**src/rtl/hazard_pkg.sv**
```systemverilog
// Shared definitions for the pipeline hazard unit.
//   REG_W      : register address width
//   FWD_W      : forwarding select width
//   CNT_W      : long-op cycle counter width
//   FWD_RF/W/M : operand select codes (register file / ResultW / ALUResultM)
//   state_e    : long-op sequencer states
//   fwd_sel    : forwarding priority rule for one Execute operand
package hazard_pkg;

    localparam int unsigned REG_W = 4;
    localparam int unsigned FWD_W = 2;
    localparam int unsigned CNT_W = 4;

    localparam logic [FWD_W-1:0] FWD_RF = 2'b00;
    localparam logic [FWD_W-1:0] FWD_W_SEL = 2'b01;
    localparam logic [FWD_W-1:0] FWD_M = 2'b10;

    typedef enum logic [0:0] {
        IDLE = 1'b0,
        BUSY = 1'b1
    } state_e;

    // Memory stage wins over Writeback since it holds the younger result.
    function automatic logic [FWD_W-1:0] fwd_sel(
        input logic             reg_write_m,
        input logic [REG_W-1:0] wa3_m,
        input logic             reg_write_w,
        input logic [REG_W-1:0] wa3_w,
        input logic [REG_W-1:0] ra_e
    );
        if (reg_write_m && (wa3_m == ra_e)) begin
            return FWD_M;
        end else if (reg_write_w && (wa3_w == ra_e)) begin
            return FWD_W_SEL;
        end
        return FWD_RF;
    endfunction

endpackage

```
**src/rtl/hazard_unit_if.sv**
```systemverilog
// Hazard unit bundle: register addresses and stage control bits from the
// controller/datapath, stall/flush/forward controls back to them.
//   slave  : the hazard unit (consumes stage info, drives controls)
//   master : the pipeline side (drives stage info, consumes controls)
interface hazard_unit_if;
    import hazard_pkg::*;

    logic [REG_W-1:0] RA1D, RA2D, RA1E, RA2E;
    logic [REG_W-1:0] WA3E, WA3M, WA3W;
    logic             RegWriteE, RegWriteM, RegWriteW;
    logic             MemToRegE;
    logic             PCSrcD, PCSrcE, PCSrcM, PCSrcW;
    logic             BranchTakenE;
    logic             LongE;
    logic [FWD_W-1:0] ForwardAE, ForwardBE;
    logic             StallF, StallD, StallE;
    logic             FlushD, FlushE, FlushM;

    modport slave (
        input  RA1D, RA2D, RA1E, RA2E, WA3E, WA3M, WA3W,
        input  RegWriteE, RegWriteM, RegWriteW, MemToRegE,
        input  PCSrcD, PCSrcE, PCSrcM, PCSrcW, BranchTakenE, LongE,
        output ForwardAE, ForwardBE, StallF, StallD, StallE,
        output FlushD, FlushE, FlushM
    );

    modport master (
        output RA1D, RA2D, RA1E, RA2E, WA3E, WA3M, WA3W,
        output RegWriteE, RegWriteM, RegWriteW, MemToRegE,
        output PCSrcD, PCSrcE, PCSrcM, PCSrcW, BranchTakenE, LongE,
        input  ForwardAE, ForwardBE, StallF, StallD, StallE,
        input  FlushD, FlushE, FlushM
    );

endinterface

```
**src/rtl/long_op_sequencer.sv**
```systemverilog
// Holds a multi-cycle long operation in Execute for LONG_CYCLES cycles.
//   clk, reset : pipeline clock, async active-high reset
//   LongE      : instruction in Execute is a long operation
//   Busy       : combinational; 1 while Execute must be held
module long_op_sequencer
    import hazard_pkg::*;
#(
    parameter int unsigned LONG_CYCLES = 4
) (
    input  logic clk,
    input  logic reset,
    input  logic LongE,
    output logic Busy
);

    localparam bit LONG_EN = (LONG_CYCLES > 1);
    // First cycle is spent in IDLE, the last (cnt==0) releases the stall.
    localparam logic [CNT_W-1:0] CNT_LOAD = LONG_EN ? CNT_W'(LONG_CYCLES - 2) : '0;

    state_e           state_q;
    logic [CNT_W-1:0] cnt_q;

    // State and remaining-cycle counter.
    always_ff @(posedge clk or posedge reset) begin
        if (reset) begin
            state_q <= IDLE;
            cnt_q   <= '0;
        end else begin
            case (state_q)
                IDLE: begin
                    if (LongE && LONG_EN) begin
                        state_q <= BUSY;
                        cnt_q   <= CNT_LOAD;
                    end
                end
                BUSY: begin
                    if (cnt_q != '0) begin
                        cnt_q <= cnt_q - CNT_W'(1);
                    end else begin
                        state_q <= IDLE;
                    end
                end
            endcase
        end
    end

    // Zero-latency hold: asserted in the same cycle LongE first appears.
    always_comb begin
        Busy = 1'b0;
        case (state_q)
            IDLE: Busy = LongE && LONG_EN;
            BUSY: Busy = (cnt_q != '0);
        endcase
    end

endmodule

```
**src/rtl/hazard_unit.sv**
```systemverilog
// Pipeline hazard unit: stall/flush controls and ALU operand forwarding.
//   clk, reset : pipeline clock, async active-high reset
//   hz         : hazard_unit_if.slave bundle (stage info in, controls out)
// Config macro HAZARD_FORWARD_EN: when defined, operands forward from M/W and
// only load-use stalls; otherwise forwarding is off and every RAW hazard
// against E or M stalls.
module hazard_unit
    import hazard_pkg::*;
#(
    parameter int unsigned LONG_CYCLES = 4
) (
    input  logic          clk,
    input  logic          reset,
    hazard_unit_if.slave  hz
);

    logic busy_c;
    logic data_stall_c;
    logic pc_pend_c;

    long_op_sequencer #(
        .LONG_CYCLES (LONG_CYCLES)
    ) u_seq (
        .clk   (clk),
        .reset (reset),
        .LongE (hz.LongE),
        .Busy  (busy_c)
    );

`ifdef HAZARD_FORWARD_EN
    // Forwarding covers everything except a load result not yet read.
    assign hz.ForwardAE = fwd_sel(hz.RegWriteM, hz.WA3M, hz.RegWriteW, hz.WA3W, hz.RA1E);
    assign hz.ForwardBE = fwd_sel(hz.RegWriteM, hz.WA3M, hz.RegWriteW, hz.WA3W, hz.RA2E);
    assign data_stall_c = hz.MemToRegE && hz.RegWriteE &&
                          ((hz.RA1D == hz.WA3E) || (hz.RA2D == hz.WA3E));
`else
    // No bypass: wait for E and M writers; W is covered by split-phase RF.
    logic unused_fwd_c;
    assign unused_fwd_c = ^{hz.RA1E, hz.RA2E, hz.WA3W, hz.RegWriteW, hz.MemToRegE};
    assign hz.ForwardAE = FWD_RF;
    assign hz.ForwardBE = FWD_RF;
    assign data_stall_c = (hz.RegWriteE && ((hz.RA1D == hz.WA3E) || (hz.RA2D == hz.WA3E))) ||
                          (hz.RegWriteM && ((hz.RA1D == hz.WA3M) || (hz.RA2D == hz.WA3M)));
`endif

    assign pc_pend_c = hz.PCSrcD || hz.PCSrcE || hz.PCSrcM;

    // Long-op hold overrides all other controls and bubbles M behind it.
    always_comb begin
        hz.StallF = data_stall_c || pc_pend_c;
        hz.StallD = data_stall_c;
        hz.StallE = 1'b0;
        hz.FlushD = pc_pend_c || hz.PCSrcW || hz.BranchTakenE;
        hz.FlushE = data_stall_c || hz.BranchTakenE;
        hz.FlushM = 1'b0;
        if (busy_c) begin
            hz.StallF = 1'b1;
            hz.StallD = 1'b1;
            hz.StallE = 1'b1;
            hz.FlushD = 1'b0;
            hz.FlushE = 1'b0;
            hz.FlushM = 1'b1;
        end
    end

endmodule

```
**src/flat_wrapper.sv**
```systemverilog
// flat-port wrapper written by rule: the top's interface ports become plain ports
module hazard_unit_flat import hazard_pkg::*;
#(
    parameter int unsigned LONG_CYCLES = 4
)
  (clk, reset, hz_RA1D, hz_RA2D, hz_RA1E, hz_RA2E, hz_WA3E, hz_WA3M, hz_WA3W, hz_RegWriteE, hz_RegWriteM, hz_RegWriteW, hz_MemToRegE, hz_PCSrcD, hz_PCSrcE, hz_PCSrcM, hz_PCSrcW, hz_BranchTakenE, hz_LongE, hz_ForwardAE, hz_ForwardBE, hz_StallF, hz_StallD, hz_StallE, hz_FlushD, hz_FlushE, hz_FlushM);
  hazard_unit_if hz_i ();
  input  logic clk;
  input  logic reset;
  input wire logic [$bits(hz_i.RA1D)-1:0] hz_RA1D;
  input wire logic [$bits(hz_i.RA2D)-1:0] hz_RA2D;
  input wire logic [$bits(hz_i.RA1E)-1:0] hz_RA1E;
  input wire logic [$bits(hz_i.RA2E)-1:0] hz_RA2E;
  input wire logic [$bits(hz_i.WA3E)-1:0] hz_WA3E;
  input wire logic [$bits(hz_i.WA3M)-1:0] hz_WA3M;
  input wire logic [$bits(hz_i.WA3W)-1:0] hz_WA3W;
  input wire logic [$bits(hz_i.RegWriteE)-1:0] hz_RegWriteE;
  input wire logic [$bits(hz_i.RegWriteM)-1:0] hz_RegWriteM;
  input wire logic [$bits(hz_i.RegWriteW)-1:0] hz_RegWriteW;
  input wire logic [$bits(hz_i.MemToRegE)-1:0] hz_MemToRegE;
  input wire logic [$bits(hz_i.PCSrcD)-1:0] hz_PCSrcD;
  input wire logic [$bits(hz_i.PCSrcE)-1:0] hz_PCSrcE;
  input wire logic [$bits(hz_i.PCSrcM)-1:0] hz_PCSrcM;
  input wire logic [$bits(hz_i.PCSrcW)-1:0] hz_PCSrcW;
  input wire logic [$bits(hz_i.BranchTakenE)-1:0] hz_BranchTakenE;
  input wire logic [$bits(hz_i.LongE)-1:0] hz_LongE;
  output wire logic [$bits(hz_i.ForwardAE)-1:0] hz_ForwardAE;
  output wire logic [$bits(hz_i.ForwardBE)-1:0] hz_ForwardBE;
  output wire logic [$bits(hz_i.StallF)-1:0] hz_StallF;
  output wire logic [$bits(hz_i.StallD)-1:0] hz_StallD;
  output wire logic [$bits(hz_i.StallE)-1:0] hz_StallE;
  output wire logic [$bits(hz_i.FlushD)-1:0] hz_FlushD;
  output wire logic [$bits(hz_i.FlushE)-1:0] hz_FlushE;
  output wire logic [$bits(hz_i.FlushM)-1:0] hz_FlushM;
  assign hz_i.RA1D = hz_RA1D;
  assign hz_i.RA2D = hz_RA2D;
  assign hz_i.RA1E = hz_RA1E;
  assign hz_i.RA2E = hz_RA2E;
  assign hz_i.WA3E = hz_WA3E;
  assign hz_i.WA3M = hz_WA3M;
  assign hz_i.WA3W = hz_WA3W;
  assign hz_i.RegWriteE = hz_RegWriteE;
  assign hz_i.RegWriteM = hz_RegWriteM;
  assign hz_i.RegWriteW = hz_RegWriteW;
  assign hz_i.MemToRegE = hz_MemToRegE;
  assign hz_i.PCSrcD = hz_PCSrcD;
  assign hz_i.PCSrcE = hz_PCSrcE;
  assign hz_i.PCSrcM = hz_PCSrcM;
  assign hz_i.PCSrcW = hz_PCSrcW;
  assign hz_i.BranchTakenE = hz_BranchTakenE;
  assign hz_i.LongE = hz_LongE;
  assign hz_ForwardAE = hz_i.ForwardAE;
  assign hz_ForwardBE = hz_i.ForwardBE;
  assign hz_StallF = hz_i.StallF;
  assign hz_StallD = hz_i.StallD;
  assign hz_StallE = hz_i.StallE;
  assign hz_FlushD = hz_i.FlushD;
  assign hz_FlushE = hz_i.FlushE;
  assign hz_FlushM = hz_i.FlushM;
  hazard_unit #(.LONG_CYCLES(LONG_CYCLES)) u_core (.clk(clk), .reset(reset), .hz(hz_i));
endmodule
```
**config.mk**
```make
export PLATFORM = sky130hd
export DESIGN_NAME = hazard_unit_flat
export DESIGN_NICKNAME = d
export VERILOG_FILES = /design/src/rtl/hazard_pkg.sv /design/src/rtl/hazard_unit_if.sv /design/src/rtl/long_op_sequencer.sv /design/src/rtl/hazard_unit.sv /design/src/flat_wrapper.sv
export SDC_FILE = /design/constraint.sdc
export NUM_CORES = 1
export LEC_CHECK = 0
export CORE_MARGIN = 4
export CORE_UTILIZATION = 31
export DETAILED_ROUTE_END_ITERATION = 6
export GPL_TIMING_DRIVEN = 0
export PLACE_DENSITY = 0.83
export SETUP_SLACK_MARGIN = 0.15
export SYNTH_ARGS = -nofsm -noshare
export SYNTH_HDL_FRONTEND = slang
export SYNTH_SLANG_ARGS = --single-unit
```
**constraint.sdc**
```tcl
create_clock -name clk -period 3.3 [get_ports clk]
set_clock_uncertainty 0.05 [all_clocks]
set_input_delay 0.99 -clock clk [delete_from_list [all_inputs] [get_ports clk]]
set_output_delay 0.99 -clock clk [all_outputs]
set_load 0.05 [all_outputs]
```
==> results.json, run 1 <==
{
  "drcViolationCount": 0,
  "finalCritPeriodShare_pct": 96.5,
  "leakage_nw": 0.418,
  "tns_ps": 0,
  "final_cell_mix": "xor2_1, clkdlybuf4s50_1, buf_2",
  "syn-cell-area_um2": 523,
  "antenna-diode-count": 0,
  "required_ps": 2260,
  "p_per_area_nw_per_um2": 756,
  "postRouteAntennaNets": 0,
  "gp_congestion": 0.789,
  "drive_gt1_share_pct": 38.4,
  "hold_path_depth": 1,
  "clock_path_buffers": 2,
  "clkSlewWorstSetupHoldPaths_ps": 40,
  "cts_hold_buf": 0,
  "grt_pass1_wl_mm": 2.34,
  "grt_max_degree": 8,
  "yosys_warnings": 0,
  "path_class": "input port to output pin",
  "rsz0062_at_grt": "yes",
  "final_nets": 142,
  "vias": 556,
  "fin_util_pct": 56.8,
  "finalHoldViolations": 0,
  "rows": 14,
  "synth.distinct_cells": 25,
  "hold_class": "register to register",
  "min_period_ps": 3180,
  "grtUsageTotal_pct": 12.4,
  "grt_pass1_vias": 606,
  "clock-root-buffer": "clkbuf_4",
  "reg2reg_depth": 7,
  "overflow": 0,
  "drt_iter0_drc": 3,
  "synth_cells": 60,
  "min_to": "u_core.u_seq.cnt_q[0]",
  "cts_tree": "done",
  "dp_hpwl_mm": 1.23,
  "status": "finished, final reports clean",
  "final-setup-viol-count": 0,
  "min-delay-start": "u_core.u_seq.cnt_q[0]",
  "r2r_start": "u_core.u_seq.cnt_q[0]",
  "place_ws_ps": -889,
  "avgSynthCellArea_um2": 8.72,
  "die-area_um2": 2410,
  "max_freq_ghz": 0.314,
  "seq_area_frac_synth_pct": 23.9,
  "worstSetupEndpointType": "output pin",
  "startpoint_type": "input port",
  "max-cap-violations": 0,
  "crit_arrival_ps": 2140,
  "syn2layout_area_growth_pct": 67.5,
  "peakVddDrop_mv": 0.359,
  "fill_cells": 156,
  "via_per_inst": 4.83,
  "cts.sink_count": 5,
  "cts_made_buffers": 3,
  "crit_fanout": 3,
  "wire_per_inst_um": 11.8,
  "antenna_found_initial": 0,
  "io_buffers": 31,
  "htree_num_levels": 1,
  "die_height_um": 49.1,
  "crit_path_start": "hz_WA3M[0]",
  "reg2reg_to": "u_core.u_seq.cnt_q[0]",
  "initial_utilization_pct": 33.9,
  "clock_latency_ps": 240,
  "drt_pass1_iterations": 3,
  "fin_ws_ps": 116,
  "routed_wl_mm": 1.36,
  "final_common_cell": "xor2_1",
  "r2r_slack_ps": 1740,
  "die_w_um": 49.1,
  "coreArea_um2": 1540,
  "report.final.slew_viol_count": 0,
  "io_pins": 50,
  "ys_seq_elements": 5
}
==> per-stage QoR <==
step / cell area [um^2] / instances / hold WS (ps) / total power, mW
3_5_place_dp: 875 / 110 / 474 / 0.591
6_report: 876 / 115 / 471 / 0.662
5_1_grt: 876 / 115 / 489 / 0.716
4_1_cts: 857 / 114 / 479 / 0.661
3_3_place_gp: 875 / 110 / 439 / 0.579
2_1_floorplan: 544 / 63 / 423 / 0.442
==> final cells by class <==
cell class | instances | area [um^2] | share of cell area, %
multi-input combinational | 46 | 368 | 42.0
timing repair buffer | 32 | 270 | 30.9
sequential | 5 | 125 | 14.3
buffer | 5 | 37.5 | 4.29
inverter | 7 | 28.8 | 3.29
clock buffer | 4 | 26.3 | 3.00
tap | 16 | 20.0 | 2.29
==> report_power, final <==
part / switching [mW] / total [mW] / internal [mW]
Sequential: 0.0299 / 0.123 / 0.0928
Combinational: 0.286 / 0.471 / 0.186
Clock: 0.0228 / 0.0683 / 0.0456
==> worst max-delay path: stages <==
cell and delay (ps):
clkdlybuf4s15_2 200, xor2_1 140, nor4_1 270, o21ai_1 160, a31oi_2 200, buf_6 180
==> timing repair <==
action	in CTS	in global routing
endpoints found under the setup margin	6	6
pin swaps	11	10
resized for setup	93	13
setup buffers	0	1
==> worst max path at each step <==
| stage | slack (ps) | end |
|---|---|---|
| finish | 120 | hz_FlushE |
| floorplan | 120 | hz_FlushE |
| detailed placement | -890 | hz_FlushE |
| CTS | 130 | hz_FlushE |
| global placement | -850 | hz_FlushE |
| global route | 40 | hz_FlushE |
==> flip-flops by register name, indices dropped and copies added, names as in the netlist <==
register	cells
u_core.u_seq.cnt_q	4
u_core.u_seq.state_q	1
==> cells in the mapped netlist <==
library cell	instances	share of area (%)
dfrtp_1	5	24
nand4_1	1	1.2
a31oi_1	1	1.2
xnor2_1	1	1.7
o21ai_0	3	2.9
inv_2	1	0.72
inv_1	6	4.3
nor2_1	1	0.72
or3_1	1	1.2
nand2b_1	1	1.2
conb_1	1	0.72
mux2i_1	1	1.9
nor3_1	2	1.9
buf_4	5	7.2
xor2_1	16	27
and2_4	1	1.7
ha_1	2	4.8
nand2_1	1	0.72
nand3_1	1	0.96
a21oi_1	1	0.96
o211ai_1	1	1.4
a21boi_0	1	1.4
nor4_1	4	4.8
o31ai_4	1	4.1
o2bb2ai_1	1	1.7
==> cell families (layout without fill, tap and decap cells) <==
kind of cell	Yosys count	in the layout	share of synthesized area [%]
fa+ha+maj	2	2	4.78
compound gates	9	9	13.6
xor+xnor	17	17	28.5
simple gates	13	13	14.4
mux	1	1	1.91
buf+inv	12	48	12.2
other cells	1	4	0.717
flops	5	5	23.9
==> routing by layer <==
| metal | GRT usage, % | vias to the layer above | part of all wire [%] |
|---|---|---|---|
| met5 | 0 | - | 0 |
| met4 | 9.42 | 0 | 2.9 |
| met3 | 5.20 | 4 | 16 |
| met2 | 21.9 | 32 | 50 |
| met1 | 10.7 | 249 | 31 |
| li1 | - | 271 | - |
(Power assumes the default switching activity.)
==> inputs of run 2 (changes only) <==
--- a/config.mk
+++ b/config.mk
@@ -8,9 +8,9 @@
 export CORE_MARGIN = 4
 export CORE_UTILIZATION = 31
 export DETAILED_ROUTE_END_ITERATION = 6
-export GPL_TIMING_DRIVEN = 0
+export GPL_TIMING_DRIVEN = 1
 export PLACE_DENSITY = 0.83
-export SETUP_SLACK_MARGIN = 0.15
+export SKIP_CTS_REPAIR_TIMING = 1
 export SYNTH_ARGS = -nofsm -noshare
 export SYNTH_HDL_FRONTEND = slang
 export SYNTH_SLANG_ARGS = --single-unit
==> run 2 against run 1 <==
Critical endpoint unchanged. Via count shrank 3.4%. Clock power is 3.7% higher. Fmax down 0.50%. Design area up 8.7%. Combinational power increased by 17%. Sequential cell count stayed put.
==> results.json, run 2 (same netlist as run 1, synthesis figures left out) <==
{
  "crit_arrival_ps": 2160,
  "status": "finished, final reports clean",
  "finalHoldViolations": 0,
  "final_common_cell": "xor2_1",
  "max-cap-violations": 0,
  "routed_wl_mm": 1.46,
  "grt_pass1_vias": 606,
  "wire_per_inst_um": 13.3,
  "startpoint_type": "input port",
  "via_per_inst": 4.88,
  "final-setup-viol-count": 0,
  "cts_made_buffers": 3,
  "final_cell_mix": "xor2_1, dlymetal6s2s_1, clkdlybuf4s50_1",
  "die_height_um": 49.1,
  "p_per_area_nw_per_um2": 782,
  "grtUsageTotal_pct": 12.8,
  "critPathSlowestCell": "nor4_1",
  "io_buffers": 31,
  "largest_reg_flops": 4,
  "drt_pass1_iterations": 2,
  "clkSlewWorstSetupHoldPaths_ps": 40,
  "path_cells": "dlymetal6s2s_1 -> xor2_1 -> nor4_1 -> o21ai_1 -> a31oi_2 -> buf_12",
  "clock-root-buffer": "clkbuf_4",
  "initial_utilization_pct": 33.9,
  "drcViolationCount": 0,
  "worstSetupEndpointType": "output pin",
  "met1_usage_pct": 9.61,
  "cpLargestDelayFamily": "compound AO/OA/AOI/OAI gates",
  "path_class": "input port to output pin",
  "dp_hpwl_mm": 1.28,
  "vias": 537,
  "fill_cells": 132,
  "grt_max_degree": 8,
  "grt_use_met2_pct": 20.2,
  "die_w_um": 49.1,
  "rsz0062_at_grt": "no",
  "top_regs": "u_core.u_seq.cnt_q: 4 flops, u_core.u_seq.state_q: 1 flops",
  "top_register": "u_core.u_seq.cnt_q",
  "cts_tree": "done",
  "drive_gt1_share_pct": 17.0,
  "die-area_um2": 2410,
  "postRouteAntennaNets": 0,
  "coreArea_um2": 1540,
  "antenna-diode-count": 0,
  "htree_num_levels": 1,
  "leakage_nw": 0.532,
  "cp_slowest_stage_delay_ps": 270,
  "clock_latency_ps": 240,
  "finalCritPeriodShare_pct": 97.0,
  "max_freq_ghz": 0.313,
  "io_pins": 50,
  "crit_fanout": 3,
  "gp_congestion": 0.791,
  "hold_class": "register to register",
  "final_nets": 137,
  "rows": 14,
  "overflow": 0,
  "gr-max-usage-layer": "met2",
  "report.final.slew_viol_count": 0,
  "antenna_found_initial": 0,
  "fin_util_pct": 61.8,
  "grtUsageMet3_pct": 8.26,
  "min_period_ps": 3200,
  "syn2layout_area_growth_pct": 82.1,
  "clock_path_buffers": 2,
  "required_ps": 2260,
  "drt_iter0_drc": 4,
  "cts.sink_count": 5,
  "path_buf_inv": 2,
  "peakVddDrop_mv": 0.503,
  "grt_pass1_wl_mm": 2.26,
  "place_area_um2": 901,
  "final_area_um2": 952
}
-- run 2: final timing paths --
check | to | slack, ps | cells past startpoint | from
worst min register to register | u_core.u_seq.cnt_q[0] | 450 | 1 | u_core.u_seq.cnt_q[0]
worst max register to register | u_core.u_seq.cnt_q[0] | 1650 | 8 | u_core.u_seq.cnt_q[0]
max in group asynchronous | u_core.u_seq.cnt_q[0] | 2130 | 2 | reset
worst max-delay path | hz_FlushE | 100 | 6 | hz_WA3M[0]
worst min-delay path | u_core.u_seq.cnt_q[0] | 450 | 1 | u_core.u_seq.cnt_q[0]
min in group asynchronous | u_core.u_seq.cnt_q[2] | 900 | 2 | reset
-- run 2: power by group --
part           total [mW]  switching, mW  internal (mW)
Sequential          0.122         0.0297         0.0927
Combinational       0.552          0.293          0.258
Clock              0.0708         0.0251         0.0457
Total               0.745          0.348          0.397
-- run 2: layout make-up --
cell class	instances	area (um^2)	area share [%]
Timing Repair Buffer	32	403	42.3
Multi-Input combinational cell	46	352	36.9
Sequential cell	5	125	13.1
Clock buffer	4	26.3	2.76
Inverter	7	26.3	2.76
Tap cell	16	20.0	2.10
-- run 2: worst register-to-register path: cells and delay by family (launching register included) --
| family | cells | cell delay, ps |
|---|---|---|
| adders and majority gates | 1 | 140 |
| and+or+nand+nor | 1 | 230 |
| muxes | 1 | 120 |
| AOI/OAI and AO/OA | 1 | 280 |
| buffers and inverters | 4 | 370 |
| DFF | 1 | 390 |
-- run 2: per-layer routing --
layer	part of all wire (%)	vias to the layer above	wire length, um
li1	-	260	-
met1	35	229	508
met2	43	39	633
met3	15	9	219
met4	6.8	0	99
met5	0	-	0
-- run 2: stage by stage --
stage / hold slack, ps / setup WS (ps) / TNS, ps / instances / power [mW]
4_1_cts: 457 / -332 / -934 / 110 / 0.760
6_report: 451 / 100 / 0 / 110 / 0.745
3_5_place_dp: 452 / -332 / -934 / 106 / 0.683
2_1_floorplan: 423 / 96.6 / 0 / 63 / 0.439
5_1_grt: 468 / 0.299 / 0 / 110 / 0.793
3_3_place_gp: 447 / -267 / -707 / 106 / 0.676
==> inputs of run 3 (changes only) <==
--- a/config.mk
+++ b/config.mk
@@ -5,11 +5,13 @@
 export SDC_FILE = /design/constraint.sdc
 export NUM_CORES = 1
 export LEC_CHECK = 0
+export ABC_AREA = 1
+export CORE_ASPECT_RATIO = 0.75
 export CORE_MARGIN = 4
-export CORE_UTILIZATION = 31
+export CORE_UTILIZATION = 35
 export DETAILED_ROUTE_END_ITERATION = 6
 export GPL_TIMING_DRIVEN = 1
-export PLACE_DENSITY = 0.83
+export PLACE_DENSITY = 0.84
 export SKIP_CTS_REPAIR_TIMING = 1
 export SYNTH_ARGS = -nofsm -noshare
 export SYNTH_HDL_FRONTEND = slang
==> run 3 against run 2 <==
Sequential cell count unchanged. Die area grew 8.4%. Cell count grew 63%. Total power grew 0.78%. Design area increased by 15%. First-iteration DRC count rose to 3.0 times the previous value. Count of clock-buffer cells in the layout unchanged. Sequential power shrank 5%. Non-clock buffer count down 1. Worst hold slack better by 34 ps. Combinational power up 3%. Largest cell class is now multi-input combinational cells. Largest power group unchanged.
==> results.json, run 3 <==
{
  "p_per_area_nw_per_um2": 685,
  "status": "finished, final reports clean",
  "drcViolationCount": 0,
  "antenna_found_initial": 0,
  "overflow": 0,
  "final_cell_mix": "nand2_1, inv_1, dlymetal6s2s_1",
  "yosysMostFrequentCell": "nand2_1",
  "syn2layout_area_growth_pct": 69.1,
  "clock_latency_ps": 240,
  "crit_arrival_ps": 2070,
  "synth-simple-area-share_pct": 48.8,
  "coreArea_um2": 1740,
  "drive_gt1_share_pct": 12.1,
  "synth_top_family_by_area": "simple AND/OR/NAND/NOR gates",
  "clock-root-buffer": "clkbuf_4",
  "startpoint_type": "input port",
  "die_w_um": 57.7,
  "report.final.slew_viol_count": 0,
  "crit_path_end": "hz_FlushD",
  "via_per_inst": 4.27,
  "multi_input_area_um2": 413,
  "top_register": "u_core.u_seq.cnt_q",
  "r2r_start": "u_core.u_seq.cnt_q[0]",
  "syn-cell-area_um2": 648,
  "ys_async_sr_fraction_pct": 100,
  "grtUsageTotal_pct": 14.3,
  "required_ps": 2260,
  "cpLargestDelayFamily": "buffers and inverters",
  "initial_utilization_pct": 37.2,
  "max-cap-violations": 0,
  "drt_iter0_drc": 12,
  "grt_pass1_wl_mm": 2.86,
  "min_period_ps": 3110,
  "yosys.area.top_type_share_pct": 34.2,
  "avgSynthCellArea_um2": 5.23,
  "top_regs": "u_core.u_seq.cnt_q: 4 flops, u_core.u_seq.state_q: 1 flops",
  "synth_common_cells": "nand2_1, inv_1, nor2_1",
  "gp_congestion": 0.799,
  "crit_fanout": 7,
  "synth.distinct_cells": 16,
  "cp_slowest_stage_delay_ps": 400,
  "io_buffers": 31,
  "path_class": "input port to output pin",
  "clkSlewWorstSetupHoldPaths_ps": 40,
  "final_nets": 200,
  "reg2reg_depth": 8,
  "final-setup-viol-count": 0,
  "synth_cells": 124,
  "io_pins": 50,
  "crit_cells": 5,
  "peakVddDrop_mv": 0.534,
  "yosys_warnings": 0,
  "cts.sink_count": 5,
  "place_area_um2": 1020,
  "critPathSlowestCell": "clkdlybuf4s50_1",
  "synth_compound_area_share_pct": 3.09,
  "grt_max_degree": 8,
  "yosys.area.top_type": "nand2_1",
  "antenna-diode-count": 0,
  "synth-main-ff-cell": "dfrtp_1",
  "clock_path_buffers": 2,
  "crit_path_start": "hz_LongE",
  "worstSetupEndpointType": "output pin",
  "cts_made_buffers": 3,
  "ys_seq_elements": 5,
  "htree_num_levels": 1,
  "grt_pass1_vias": 716,
  "finalCritPeriodShare_pct": 94.1,
  "rsz0062_at_grt": "no",
  "max_freq_ghz": 0.322,
  "path_cells": "clkdlybuf4s50_1 -> nand2_1 -> nand2_4 -> a21oi_1 -> buf_12",
  "r2r_slack_ps": 1860,
  "synth.mux.area_fraction_pct": 0,
  "largest_reg_flops": 4,
  "postRouteAntennaNets": 0,
  "reg2reg_to": "u_core.u_seq.cnt_q[3]",
  "fin_ws_ps": 195,
  "die_height_um": 45.3,
  "vias": 765,
  "routed_wl_mm": 1.78,
  "final_common_cell": "nand2_1",
  "cts_tree": "done",
  "wire_per_inst_um": 9.92,
  "leakage_nw": 0.769,
  "final_area_um2": 1100,
  "netlist_top_cells_area": "nand2_1, dfrtp_1, inv_1, nor2_1, buf_4",
  "hold_class": "register to register",
  "dp_hpwl_mm": 1.53,
  "drt_pass1_iterations": 5,
  "path_buf_inv": 2,
  "yosys.area_share.xor_xnor_pct": 4.05,
  "synthAdderAreaFrac_pct": 3.86,
  "die-area_um2": 2610,
  "rows": 13,
  "regArea_um2": 125,
  "finalHoldViolations": 0,
  "place_ws_ps": -88.0,
  "seq_area_frac_synth_pct": 19.3,
  "fill_cells": 158,
  "synth_edf_count": 0
}
-- run 3: how the worst min path moves through the flow --
stage,from,endpoint,cells after the start,slack [ps]
3_5_place_dp,u_core.u_seq.cnt_q[0],u_core.u_seq.cnt_q[0],1,480
3_3_place_gp,u_core.u_seq.cnt_q[0],u_core.u_seq.cnt_q[0],1,450
4_1_cts,u_core.u_seq.cnt_q[0],u_core.u_seq.cnt_q[0],1,480
6_report,u_core.u_seq.cnt_q[0],u_core.u_seq.cnt_q[0],1,490
5_1_grt,u_core.u_seq.cnt_q[0],u_core.u_seq.cnt_q[0],1,500
2_1_floorplan,u_core.u_seq.cnt_q[0],u_core.u_seq.cnt_q[0],1,420
-- run 3: stage by stage --
| step | cells | TNS [ps] | total power [mW] | util [%] | hold WS (ps) |
|---|---|---|---|---|---|
| 6_report | 179 | 0 | 0.751 | 63.0 | 485 |
| 5_1_grt | 179 | 0 | 0.807 | 63.0 | 503 |
| 4_1_cts | 179 | -261 | 0.755 | 60.1 | 484 |
| 3_5_place_dp | 175 | -233 | 0.684 | 58.6 | 478 |
| 3_3_place_gp | 175 | -112 | 0.669 | 58.6 | 451 |
| 2_1_floorplan | 127 | 0 | 0.438 | - | 419 |
-- run 3: where the power goes --
part           internal, mW  leakage, nW  total, mW  switching, mW
logic                 0.238        0.693      0.567          0.329
clock network        0.0455       0.0150     0.0678         0.0223
registers            0.0924       0.0601      0.116         0.0232
-- run 3: cell families after synthesis --
| logic type | count (synthesis) |
|---|---|
| compound gates | 4 |
| flops | 5 |
| other cells | 1 |
| xor+xnor | 3 |
| buf+inv | 30 |
| fa+ha+maj | 2 |
| simple gates | 79 |
-- run 3: routing by layer --
layer  track usage [%]  vias to the layer above  routed length, um
met4              6.94                        0                 25
met3              3.43                        2                 88
met5                 0                        -                  0
li1                  -                      414                  -
met1              16.6                      329                764
met2              25.0                       20                898
-- run 3: cell type report --
type,instances,area share [%]
sequential,5,11.4
tap,22,2.51
multi-input combinational,92,37.7
inverter,25,8.56
timing repair buffer,31,37.4
clock buffer,4,2.40
